[config.mk]
export PLATFORM = sky130hd
export DESIGN_NAME = exec_md_control
export DESIGN_NICKNAME = d
export VERILOG_FILES = /design/src/rtl/exec_pkg.sv /design/src/rtl/alu_func_decode.sv /design/src/rtl/exec_md_control.sv
export SDC_FILE = /design/constraint.sdc
export NUM_CORES = 1
export LEC_CHECK = 0
export CELL_PAD_IN_SITES_DETAIL_PLACEMENT = 0
export CELL_PAD_IN_SITES_GLOBAL_PLACEMENT = 1
export CORE_MARGIN = 2
export CORE_UTILIZATION = 35
export CTS_CLUSTER_SIZE = 20
export DETAILED_ROUTE_END_ITERATION = 12
export HOLD_SLACK_MARGIN = 0.03
export PLACE_DENSITY = 0.84
export REMOVE_ABC_BUFFERS = 1
export SYNTH_ARGS = -nofsm -noshare
export SYNTH_HDL_FRONTEND = slang
export SYNTH_SLANG_ARGS = --single-unit
[constraint.sdc]
create_clock -name clk -period 2.68 [get_ports clk]
set_input_delay 0.536 -clock clk [delete_from_list [all_inputs] [get_ports clk]]
set_output_delay 0.536 -clock clk [all_outputs]
set_load 0.02 [all_outputs]
[src/rtl/exec_pkg.sv]
// Shared execute-stage definitions: ALU op classes, R-type funct codes,
// ALU function selects and the multiply-divide sequencer state encoding.
package exec_pkg;

    // alu_op classes produced by the main decoder
    localparam logic [1:0] ALUOP_ADD   = 2'b00;
    localparam logic [1:0] ALUOP_SUB   = 2'b01;
    localparam logic [1:0] ALUOP_RTYPE = 2'b10;
    localparam logic [1:0] ALUOP_RSVD  = 2'b11;

    // R-type funct field values
    localparam logic [5:0] F_ADD   = 6'b100000;
    localparam logic [5:0] F_SUB   = 6'b100010;
    localparam logic [5:0] F_AND   = 6'b100100;
    localparam logic [5:0] F_OR    = 6'b100101;
    localparam logic [5:0] F_SUBU  = 6'b100011;
    localparam logic [5:0] F_XOR   = 6'b100110;
    localparam logic [5:0] F_SLT   = 6'b101010;
    localparam logic [5:0] F_SRAV  = 6'b000111;
    localparam logic [5:0] F_SRLV  = 6'b000110;
    localparam logic [5:0] F_EXT9  = 6'b101100;
    localparam logic [5:0] F_MFHI  = 6'b010000;
    localparam logic [5:0] F_MFLO  = 6'b010010;
    localparam logic [5:0] F_MULT  = 6'b011000;
    localparam logic [5:0] F_MULTU = 6'b011001;
    localparam logic [5:0] F_DIV   = 6'b011010;
    localparam logic [5:0] F_DIVU  = 6'b011011;

    // ALU function selects
    localparam logic [3:0] AF_AND  = 4'b0000;
    localparam logic [3:0] AF_OR   = 4'b0001;
    localparam logic [3:0] AF_ADD  = 4'b0010;
    localparam logic [3:0] AF_SUBU = 4'b0011;
    localparam logic [3:0] AF_XOR  = 4'b0100;
    localparam logic [3:0] AF_SRAV = 4'b0101;
    localparam logic [3:0] AF_SUB  = 4'b0110;
    localparam logic [3:0] AF_SLT  = 4'b0111;
    localparam logic [3:0] AF_SRLV = 4'b1000;
    localparam logic [3:0] AF_EXT9 = 4'b1001;
    localparam logic [3:0] AF_MFHI = 4'b1010;
    localparam logic [3:0] AF_MFLO = 4'b1011;
    localparam logic [3:0] AF_NOP  = 4'b1111;

    // Multiply-divide sequencer states
    typedef enum logic [1:0] {
        ST_IDLE = 2'd0,
        ST_BUSY = 2'd1,
        ST_DONE = 2'd2
    } md_state_e;

    // MULT/MULTU/DIV/DIVU all share the 0110xx funct pattern
    function automatic logic is_md_funct(input logic [5:0] f);
        return f[5:2] == 4'b0110;
    endfunction

endpackage

[src/rtl/alu_func_decode.sv]
// Pure combinational ALU control decode: alu_op/funct to ALU function select,
// plus classification of multiply-divide and HI/LO-read instructions.
module alu_func_decode
    import exec_pkg::*;
(
    input  logic [1:0] alu_op,
    input  logic [5:0] funct,
    output logic [3:0] alu_function,
    output logic       is_md,
    output logic       is_hilo_rd
);

    logic is_rtype;

    assign is_rtype   = (alu_op == ALUOP_RTYPE);
    assign is_md      = is_rtype && is_md_funct(funct);
    assign is_hilo_rd = is_rtype && ((funct == F_MFHI) || (funct == F_MFLO));

    // Function select; mult/div and unknown functs leave the ALU on the no-op code
    always_comb begin
        alu_function = AF_NOP;
        case (alu_op)
            ALUOP_ADD: alu_function = AF_ADD;
            ALUOP_SUB: alu_function = AF_SUB;
            ALUOP_RTYPE: begin
                case (funct)
                    F_ADD:   alu_function = AF_ADD;
                    F_SUB:   alu_function = AF_SUB;
                    F_AND:   alu_function = AF_AND;
                    F_OR:    alu_function = AF_OR;
                    F_SUBU:  alu_function = AF_SUBU;
                    F_XOR:   alu_function = AF_XOR;
                    F_SLT:   alu_function = AF_SLT;
                    F_SRAV:  alu_function = AF_SRAV;
                    F_SRLV:  alu_function = AF_SRLV;
                    F_EXT9:  alu_function = AF_EXT9;
                    F_MFHI:  alu_function = AF_MFHI;
                    F_MFLO:  alu_function = AF_MFLO;
                    default: alu_function = AF_NOP;
                endcase
            end
            default: alu_function = AF_NOP;
        endcase
    end

endmodule

[src/rtl/exec_md_control.sv]
// Execute-stage control: ALU decode plus an iterative multiply-divide
// sequencer that strobes the datapath, writes HI/LO and stalls HI/LO hazards.
module exec_md_control
    import exec_pkg::*;
#(
    parameter int MUL_LAT = 4,
    parameter int DIV_LAT = 32
) (
    input  logic       clk,
    input  logic       reset,
    input  logic       valid,
    input  logic [1:0] alu_op,
    input  logic [5:0] funct,
    input  logic       div_zero,
    output logic [3:0] alu_function,
    output logic       md_start,
    output logic       md_div,
    output logic       md_signed,
    output logic       hilo_we,
    output logic       div_exc,
    output logic       stall,
    output logic       busy
);

    localparam int MAX_LAT = (MUL_LAT > DIV_LAT) ? MUL_LAT : DIV_LAT;
    localparam int CNT_W   = $clog2(MAX_LAT + 1);
    // Counter preload: the op spends LAT cycles in BUSY, counting LAT-1 down to 0
    localparam logic [CNT_W-1:0] MUL_LOAD = CNT_W'(MUL_LAT - 1);
    localparam logic [CNT_W-1:0] DIV_LOAD = CNT_W'(DIV_LAT - 1);

    md_state_e        state_reg;
    md_state_e        state_next;
    logic [CNT_W-1:0] cnt_reg;
    logic [CNT_W-1:0] cnt_next;
    logic             md_div_reg;
    logic             md_signed_reg;
    logic             div_exc_reg;

    logic is_md;
    logic is_hilo_rd;
    logic idle;
    logic accept;
    logic div_reject;

    alu_func_decode u_decode (
        .alu_op       (alu_op),
        .funct        (funct),
        .alu_function (alu_function),
        .is_md        (is_md),
        .is_hilo_rd   (is_hilo_rd)
    );

    // funct[1] distinguishes divide from multiply within the 0110xx group
    assign idle       = (state_reg == ST_IDLE);
    assign accept     = idle && valid && is_md && !(funct[1] && div_zero);
    assign div_reject = idle && valid && is_md && funct[1] && div_zero;

    // Next-state, counter and strobe logic; reset suppresses both strobes
    always_comb begin
        state_next = state_reg;
        cnt_next   = cnt_reg;
        md_start   = 1'b0;
        hilo_we    = 1'b0;
        case (state_reg)
            ST_IDLE: begin
                if (accept) begin
                    md_start   = 1'b1;
                    state_next = ST_BUSY;
                    cnt_next   = funct[1] ? DIV_LOAD : MUL_LOAD;
                end
            end
            ST_BUSY: begin
                if (cnt_reg == '0) begin
                    state_next = ST_DONE;
                end else begin
                    cnt_next = cnt_reg - 1'b1;
                end
            end
            ST_DONE: begin
                hilo_we    = 1'b1;
                state_next = ST_IDLE;
            end
            default: state_next = ST_IDLE;
        endcase
        if (reset) begin
            md_start = 1'b0;
            hilo_we  = 1'b0;
        end
    end

    // Sequencer state, counter, operation attributes and divide-exception pulse
    always_ff @(posedge clk) begin
        if (reset) begin
            state_reg     <= ST_IDLE;
            cnt_reg       <= '0;
            md_div_reg    <= 1'b0;
            md_signed_reg <= 1'b0;
            div_exc_reg   <= 1'b0;
        end else begin
            state_reg   <= state_next;
            cnt_reg     <= cnt_next;
            div_exc_reg <= div_reject;
            if (accept) begin
                md_div_reg    <= funct[1];
                md_signed_reg <= ~funct[0];
            end
        end
    end

    assign md_div    = md_div_reg;
    assign md_signed = md_signed_reg;
    assign div_exc   = div_exc_reg;
    assign busy      = !idle;
    // Only instructions touching HI/LO wait; the accepting op itself sees IDLE
    assign stall     = valid && (is_md || is_hilo_rd) && !idle;

endmodule

==> results by group, run 1 <==
STA
  • Skew final: 0.00261 ns
  • Final Setup Violations: 0
  • Fin. Hold Viols: 0
  • Hold slack: 0.497 ns
  • Fmax: 0.377 GHz
  • Max-slew headroom: 66.8%
  • Tcrit/Tclk final: 98.9%
  • Worst Slack Setup Final: 0.0299 ns
  • Worst Tran Pin Value: 0.496 ns
  • Tmin final: 2.65 ns
  • Final Max Slew Viols: 0

Setup path
  • R2r startpoint: state_reg[1]$_SDFFE_PP0P_
  • Crit Path Category: input port to output port
  • Largest fanout on the critical path: 3
  • Crit end category: output port
  • Worst path top cell family by delay: simple AND/OR/NAND/NOR gates
  • Slowest CP cell: o41a_1
  • Worst Path Required: 2.14 ns
  • Worst path max stage delay: 0.37 ns
  • Setup crit start kind: input port
  • Critical-path cell list: dlygate4sd2_1 -> nor4bb_4 -> a211oi_1 -> or3_1 -> o41a_1 -> buf_2
  • Crit path arrival time: 2.11 ns
  • CP bufs+invs: 2
  • Critical path startpoint: funct[3]

Floorplan
  • DIE AREA: 3120 µm²
  • Core Rows: 18
  • Horiz. Die Dim: 55.9 µm
  • I/O pins: 23
  • Core area: 2520 µm²
  • Die height: 55.9 µm
  • Initial core utilization: 37.4%

Hold path
  • Hold_sp: md_signed$_SDFFE_PP0P_
  • Hold Crit Class: register to register

Global routing
  • Vias in the first global route: 972
  • Antenna violations before repair: 0
  • Global-route wire length before repair: 4.47 mm
  • Total GRT Usage: 17.6%
  • Congestion Overflow GR: 0
  • Largest net degree at the start of global routing: 9

Layout
  • Share of cells above drive strength 1: 23.3%
  • Final #Nets: 178
  • Area Overhead vs Synth: 43.7%
  • Antenna cell count: 0
  • # fillers: 236
  • Commonest cells after routing, fill and taps aside: buf_4 (20), inv_1 (11), nor2_1 (11), dfxtp_1 (11), clkdlybuf4s50_1 (10)
  • Max reg flops: 6
  • Most common cell after layout, fill and taps aside: buf_4

Synthesis
  • Top FF cell, synth: dfxtp_1
  • Post-synth top area share: 23.4%
  • Ys async rst share: 0%
  • Area contributors post-synth: dfxtp_1 (23%), nor2_1 (4.8%), inv_1 (4.4%), o21ai_0 (4.2%), nor3_1 (3.7%)
  • Synth area leader: dfxtp_1
  • Sequential cell area fraction in the yosys report: 23.4%
  • Syn Std Cell Area: 942 µm²
  • Netlist cell types: 44
  • Ys Warns: 0
  • Number of synthesized flops with an enable pin: 0
  • Post-Syn Instances: 124
  • Flop and latch count out of synthesis: 11
  • Avg Cell Area, Syn: 7.60 µm²

Power and ir drop
  • Clock power share: 29.5%
  • Peak supply drop: 327 µV
  • Reg power frac: 42.5%
  • Sw power: 111 µW
  • Leak pwr: 0.000542 µW
  • Power Total: 387 µW
  • Combinational fraction of design power: 28.0%
  • Switch share: 28.6%
  • Cell Int Power: 276 µW
  • Pwr/cell area: 286 nW/µm²

Clock network
  • Worst-path clk slew: 0.07 ns
  • Clk buf depth: 2
  • CTS tree: done
  • Clock latency on the worst-skew pair: 0.27 ns
  • Inserted Clock Buffers: 3
  • Hold-fix buffers at CTS: 0
  • Root buffer cell: clkbuf_4
  • CTS H-tree lvls: 1
  • CTS sink count: 11

Place
  • GPL Wtd Cong: 0.847
  • Worst slack, placed: -0.643 ns
  • Detail Placement HPWL: 2.17 mm
  • IO Port Bufs: 22

Drt
  • Mean routed wirelength per cell: 14.1 µm
  • Iter 0 DRT Violations: 28
  • Via/cell ratio: 5.59
  • Post-route ant nets: 0
  • Vias post-DR: 1,079
  • # DRC: 0
  • Final wirelength: 2.73 mm
  • Pre-antenna DRT Iters: 4

Run status
  • Status: finished clean

Run
  • Max Cap Violations: 0
[metal layers]
layer,GRT usage (%),vias up,share of wire (%)
met5,0,-,0
met4,4.76,0,0.95
met3,5.35,4,5.4
met2,28.9,32,47
met1,22.3,502,46
li1,-,541,-
[synthesized netlist by cell type, types with 3 or more instances]
cell	instances
clkbuf_1	6
inv_1	11
nor3_1	7
nor2_1	12
o211ai_1	4
nand4b_1	3
o21ai_0	8
nor2b_1	4
a211oi_1	3
nand2_1	3
or3_1	4
and2_1	3
dfxtp_1	11
a21oi_1	4
[final cells by class]
class	instances	area, µm²	area share, %
inverter	11	41.3	3.05
multi-input combinational	94	671	49.5
clock buffer	4	26.3	1.94
sequential	11	220	16.3
tap	30	37.5	2.77
timing repair buffer	43	358	26.4
[cell families (layout without fill, tap and decap cells)]
group	count (synthesis)	in the layout	synth area share [%]
and+or+nand+nor	52	52	34.7
AOI/OAI and AO/OA	37	37	28.6
buffers and inverters	19	58	7.84
DFF	11	11	23.4
adders and majority gates	2	2	2.66
xor gates and xnor gates	2	2	1.86
muxes	1	1	1.06
[power groups by stage]
stage	combinational (µW)	sequential, µW	clock, µW
floorplan	41.4	168	0
global placement	106	168	0
detailed placement	107	168	0
CTS	105	164	118
global route	115	164	127
finish	108	164	114
[tightest hold or removal path: stages, from the launching register on]
cell	delay, ns
dfxtp_1	0.32
o21ai_0	0.07
a21oi_1	0.07
[through the flow]
step           util [%]  area, µm²  instances  TNS [ns]
2_1_floorplan         -        910        116         0
3_3_place_gp       52.5       1330        189     -2.76
3_5_place_dp       52.5       1330        189     -2.92
4_1_cts            53.5       1350        193         0
5_1_grt            53.7       1350        193  -0.00475
6_report           53.7       1350        193         0
[final timing paths]
check,to,cells after the start,slack [ns]
worst max register to register,md_signed$_SDFFE_PP0P_,5,0.91
worst min-delay path,md_signed$_SDFFE_PP0P_,2,0.50
worst max-delay path,alu_function[3],6,0.03
worst min register to register,md_signed$_SDFFE_PP0P_,2,0.50
[what timing repair did]
item / CTS / global route
gates resized for setup: 32 / 1
pin swaps: 4 / 0
buffers inserted: 0 / 0
hold endpoints to repair: 0 / 0
endpoints found under the setup margin: 6 / 1
Power figures use the tool's default switching activity.
==> inputs of run 2 (changes only) <==
Settings changed: CORE_MARGIN 2 to 5, PLACE_DENSITY 0.84 to 0.79.
==> run 2 against run 1 <==
Against the previous run: first-iteration DRC count grew 100%; clock power is essentially flat; cell area grew 2.0%; count of clock-buffer cells in the layout is the same; worst hold slack lost 0.012 ns; critical path depth is the same; combinational power grew 4%; final cell count grew 1.0%; total power grew 0.80%.
==> results by group, run 2 (synthesis results as in run 1) <==
Drt
  • Post-route ant nets: 0
  • Final wirelength: 2.77 mm
  • Vias post-DR: 1,111
  • Iter 0 DRT Violations: 57
  • Pre-antenna DRT Iters: 4
  • Via/cell ratio: 5.70
  • # DRC: 0
  • Mean routed wirelength per cell: 14.2 µm

Setup path
  • Largest fanout on the critical path: 4
  • Worst Path Required: 2.14 ns
  • Setup crit start kind: input port
  • Crit end category: output port
  • Crit path arrival time: 2.10 ns
  • Crit Path Category: input port to output port

Clock network
  • Worst-path clk slew: 0.07 ns
  • Clk buf depth: 2
  • CTS H-tree lvls: 1
  • CTS sink count: 11
  • CTS tree: done
  • Root buffer cell: clkbuf_4
  • Clock latency on the worst-skew pair: 0.26 ns
  • Inserted Clock Buffers: 3

Global routing
  • Antenna violations before repair: 0
  • Global-route wire length before repair: 4.58 mm
  • Congestion Overflow GR: 0
  • Vias in the first global route: 1,045
  • Total GRT Usage: 15.7%
  • Largest net degree at the start of global routing: 9

Layout
  • Antenna cell count: 0
  • Area Overhead vs Synth: 46.6%
  • Max reg flops: 6
  • # fillers: 250
  • Most common cell after layout, fill and taps aside: buf_4
  • Share of cells above drive strength 1: 25.5%
  • Final #Nets: 180
  • Commonest cells after routing, fill and taps aside: buf_4 (24), inv_1 (11), nor2_1 (11), dfxtp_1 (11), clkdlybuf4s50_1 (10)

Run status
  • Status: finished clean

Floorplan
  • Horiz. Die Dim: 61.9 µm
  • Die height: 61.9 µm
  • Core Rows: 18
  • DIE AREA: 3830 µm²
  • I/O pins: 23
  • Core area: 2520 µm²
  • Initial core utilization: 37.4%

Hold path
  • Hold Crit Class: register to register

STA
  • RSZ-0062 raised after global routing: true
  • Hold slack: 0.485 ns
  • Tmin final: 2.63 ns
  • Final Max Slew Viols: 0
  • Fin. Hold Viols: 0
  • Fmax: 0.380 GHz
  • Final Setup Violations: 0
  • Max-slew headroom: 66.4%
  • Skew final: 0.00718 ns
  • Setup TNS Final: 0 ns
  • Tcrit/Tclk final: 98.2%
  • Worst Tran Pin Value: 0.502 ns

Power and ir drop
  • Peak supply drop: 186 µV
  • Reg power frac: 42.2%
  • Cell Int Power: 278 µW
  • Combinational fraction of design power: 28.7%
  • Switch share: 28.5%
  • Clock power share: 29.1%
  • Pwr/cell area: 282 nW/µm²
  • Sw power: 111 µW
  • Leak pwr: 0.000552 µW

Place
  • IO Port Bufs: 22
  • Detail Placement HPWL: 2.17 mm
  • GPL Wtd Cong: 0.784

Run
  • Max Cap Violations: 0
## run 2: what timing repair did
item                       in CTS  in global routing
setup endpoints to repair       6                  3
hold buffers                    0                  0
pin swaps                       1                  1
setup buffers                   1                  0
resized for setup              33                  3
## run 2: layout make-up
type                    count  area (µm²)  area share, %
clock buffers               4        26.3           1.90
inverters                  11        41.3           2.99
multi-input cells          94         683           49.5
flip-flops and latches     11         220           15.9
well taps                  30        37.5           2.72
repair buffers             45         373           27.0
## run 2: per-stage QoR
stage	cell area, µm²	setup slack (ns)	std cells	power [µW]	util (%)
2_1_floorplan	910	0.262	116	210	-
5_1_grt	1380	-0.000676	195	409	54.8
3_5_place_dp	1330	-0.628	190	276	52.8
3_3_place_gp	1330	-0.566	190	275	52.8
6_report	1380	0.0478	195	390	54.8
4_1_cts	1380	0.0245	195	392	54.8
## run 2: power groups by stage
stage | Sequential [µW] | Clock (µW) | Combinational [µW]
2_1_floorplan | 168 | 0 | 41.4
3_3_place_gp | 168 | 0 | 107
3_5_place_dp | 168 | 0 | 108
4_1_cts | 164 | 117 | 110
5_1_grt | 164 | 125 | 120
6_report | 164 | 113 | 112
## run 2: worst max-delay path, cell delays in order
cell	delay (ns)
clkdlybuf4s15_1	0.26
nor4bb_4	0.35
a211oi_2	0.07
or3_1	0.36
o41a_1	0.37
buf_4	0.16
## run 2: final timing paths
kind	to	cells past startpoint	slack [ns]	start
min	md_signed$_SDFFE_PP0P_	2	0.49	md_signed$_SDFFE_PP0P_
max reg2reg	md_signed$_SDFFE_PP0P_	5	0.92	state_reg[1]$_SDFFE_PP0P_
max	alu_function[3]	6	0.05	funct[5]
min reg2reg	md_signed$_SDFFE_PP0P_	2	0.49	md_signed$_SDFFE_PP0P_
## run 2: per-layer routing
| layer | vias up | wire, µm | global-route usage [%] |
|---|---|---|---|
| li1 | 545 | - | - |
| met1 | 509 | 1200 | 20.2 |
| met2 | 53 | 1340 | 25.3 |
| met3 | 4 | 213 | 3.51 |
| met4 | 0 | 27 | 6.36 |
| met5 | - | 0 | 0 |
==> inputs of run 3 (changes only) <==
Settings changed: CORE_UTILIZATION 35 to 37, PLACE_DENSITY 0.79 to 0.83.
Clock period 2.68 ns to 3.3 ns, I/O delays scaled along.
==> run 3 against run 2 <==
Against the previous run: count of clock-buffer cells in the layout unchanged; via count decreased by 4.1%; cell area is 3.1% lower; highest routed layer is now met3; largest power group unchanged; critical endpoint is now alu_function[2]; die area decreased by 4.6%; final cell count decreased by 2.6%; critical path depth increased by 1; sequential cell count did not move.
==> results by group, run 3 (synthesis results as in run 1) <==
Drt
  • # DRC: 0
  • Final wirelength: 2.72 mm
  • Via/cell ratio: 5.61
  • Iter 0 DRT Violations: 24
  • Post-route ant nets: 0
  • Mean routed wirelength per cell: 14.3 µm
  • Vias post-DR: 1,065
  • Pre-antenna DRT Iters: 4

Layout
  • Max reg flops: 6
  • Post-route cell area: 1340 µm²
  • Commonest cells after routing, fill and taps aside: buf_4 (18), clkdlybuf4s50_1 (15), inv_1 (11), nor2_1 (11), dfxtp_1 (11)
  • # fillers: 253
  • Multi-input gate area: 666 µm²
  • Antenna cell count: 0
  • Post-Layout Cell Count: 190
  • Reg area: 220 µm²
  • Area Overhead vs Synth: 42.1%
  • Share of cells above drive strength 1: 20.0%
  • Most common cell after layout, fill and taps aside: buf_4
  • Final #Nets: 175

Clock network
  • Clk buf depth: 2
  • Worst-path clk slew: 0.07 ns
  • Inserted Clock Buffers: 3
  • Hold-fix buffers at CTS: 0
  • CTS tree: done
  • Root buffer cell: clkbuf_4
  • CTS sink count: 11
  • Clock latency on the worst-skew pair: 0.28 ns
  • CTS H-tree lvls: 1

STA
  • Fmax: 0.311 GHz
  • Final Setup Violations: 0
  • Max-slew headroom: 67.2%
  • Tcrit/Tclk final: 97.5%
  • Tmin final: 3.22 ns
  • Setup TNS Final: 0 ns
  • Skew final: 0.00267 ns
  • RSZ-0062 raised after global routing: false
  • Final Max Slew Viols: 0
  • Worst Tran Pin Value: 0.489 ns
  • Fin. Hold Viols: 0

Run status
  • Status: finished clean

Global routing
  • Vias in the first global route: 1,049
  • Global-route wire length before repair: 4.75 mm
  • Antenna violations before repair: 0
  • Total GRT Usage: 16.6%
  • Congestion Overflow GR: 0
  • Largest net degree at the start of global routing: 10

Place
  • IO Port Bufs: 22
  • GPL Wtd Cong: 0.904
  • Detail Placement HPWL: 2.15 mm
  • Placed cell count: 186
  • Cell Area, Placed: 1300 µm²

Power and ir drop
  • Sw power: 92.7 µW
  • Pwr/cell area: 237 nW/µm²
  • Peak supply drop: 256 µV
  • Combinational fraction of design power: 27.3%
  • Reg power frac: 42.1%
  • Leak pwr: 0.000523 µW
  • Cell Int Power: 224 µW
  • Clock power share: 30.6%
  • Power Total: 317 µW
  • Switch share: 29.2%

Setup path
  • Critical path startpoint: funct[1]
  • Reg2reg end: md_signed$_SDFFE_PP0P_
  • Worst setup path end: alu_function[2]
  • R2r startpoint: state_reg[0]$_SDFFE_PP0P_
  • R2R depth: 5
  • Crit Path Category: input port to output port
  • Crit end category: output port
  • Setup crit start kind: input port
  • FF-to-FF setup slack: 1.46 ns
  • Largest fanout on the critical path: 9
  • Crit path arrival time: 2.56 ns
  • Worst Path Required: 2.64 ns

Hold path
  • Hold Crit Class: register to register

Floorplan
  • Horiz. Die Dim: 60.5 µm
  • Initial core utilization: 38.4%
  • DIE AREA: 3660 µm²
  • Core area: 2450 µm²
  • Die height: 60.5 µm
  • Core Rows: 18
  • I/O pins: 23

Run
  • Max Cap Violations: 0
==> run 3: cell count changes in the layout (fill, tap and decap cells not counted), moves of 2 or more <==
cell,previous run,this run
buf_2,2,0
buf_4,24,18
clkdlybuf4s50_1,10,15
dlygate4sd2_1,7,4
==> run 3: metal layers <==
metal | GRT usage, % | vias to the layer above | wire length (µm)
li1 | - | 539 | -
met4 | 2.17 | 0 | 0
met3 | 5.74 | 0 | 216
met2 | 25.5 | 31 | 1250
met5 | 0 | - | 0
met1 | 23.4 | 495 | 1250
==> run 3: critical path, cell delays in order <==
cell and delay (ns):
clkdlybuf4s50_1 0.43, buf_4 0.18, buf_4 0.16, o32a_1 0.34
a211o_1 0.29, a31o_2 0.22, clkdlybuf4s15_1 0.28
==> run 3: area by class of cell <==
| class | instances | area share [%] |
|---|---|---|
| multi-input cells | 94 | 49.7 |
| well taps | 30 | 2.80 |
| repair buffers | 40 | 26.0 |
| clock buffers | 4 | 1.96 |
| inverters | 11 | 3.08 |
| flip-flops and latches | 11 | 16.4 |
==> run 3: worst min-delay path by stage <==
| stage | from | end | slack (ns) | cells after the start |
|---|---|---|---|---|
| global route | md_signed$_SDFFE_PP0P_ | md_signed$_SDFFE_PP0P_ | 0.52 | 2 |
| detailed placement | md_signed$_SDFFE_PP0P_ | md_signed$_SDFFE_PP0P_ | 0.48 | 2 |
| floorplan | cnt_reg[2]$_SDFFE_PP0P_ | cnt_reg[2]$_SDFFE_PP0P_ | 0.47 | 2 |
| CTS | md_signed$_SDFFE_PP0P_ | md_signed$_SDFFE_PP0P_ | 0.49 | 2 |
| global placement | md_signed$_SDFFE_PP0P_ | md_signed$_SDFFE_PP0P_ | 0.47 | 2 |
| finish | md_signed$_SDFFE_PP0P_ | md_signed$_SDFFE_PP0P_ | 0.48 | 2 |
==> run 3: repair_timing <==
item / in CTS / in global routing
pin swaps: 0 / 0
endpoints found under the setup margin: 5 / 2
resized for setup: 7 / 6
setup buffers: 0 / 0
==> run 3: power groups by stage <==
stage          clock (µW)  combinational (µW)  sequential (µW)
3_3_place_gp            0                84.9              137
5_1_grt               105                94.7              134
6_report             97.0                86.5              134
3_5_place_dp            0                86.1              137
2_1_floorplan           0                33.6              137
4_1_cts              98.7                84.6              134
==> run 3: per-stage QoR <==
step	setup slack, ns	hold WS [ns]	util (%)
floorplan	0.634	0.469	-
global placement	-0.211	0.466	53.1
detailed placement	-0.247	0.476	53.1
CTS	0.0115	0.486	54.1
global route	0.0157	0.517	54.5
finish	0.0824	0.479	54.5
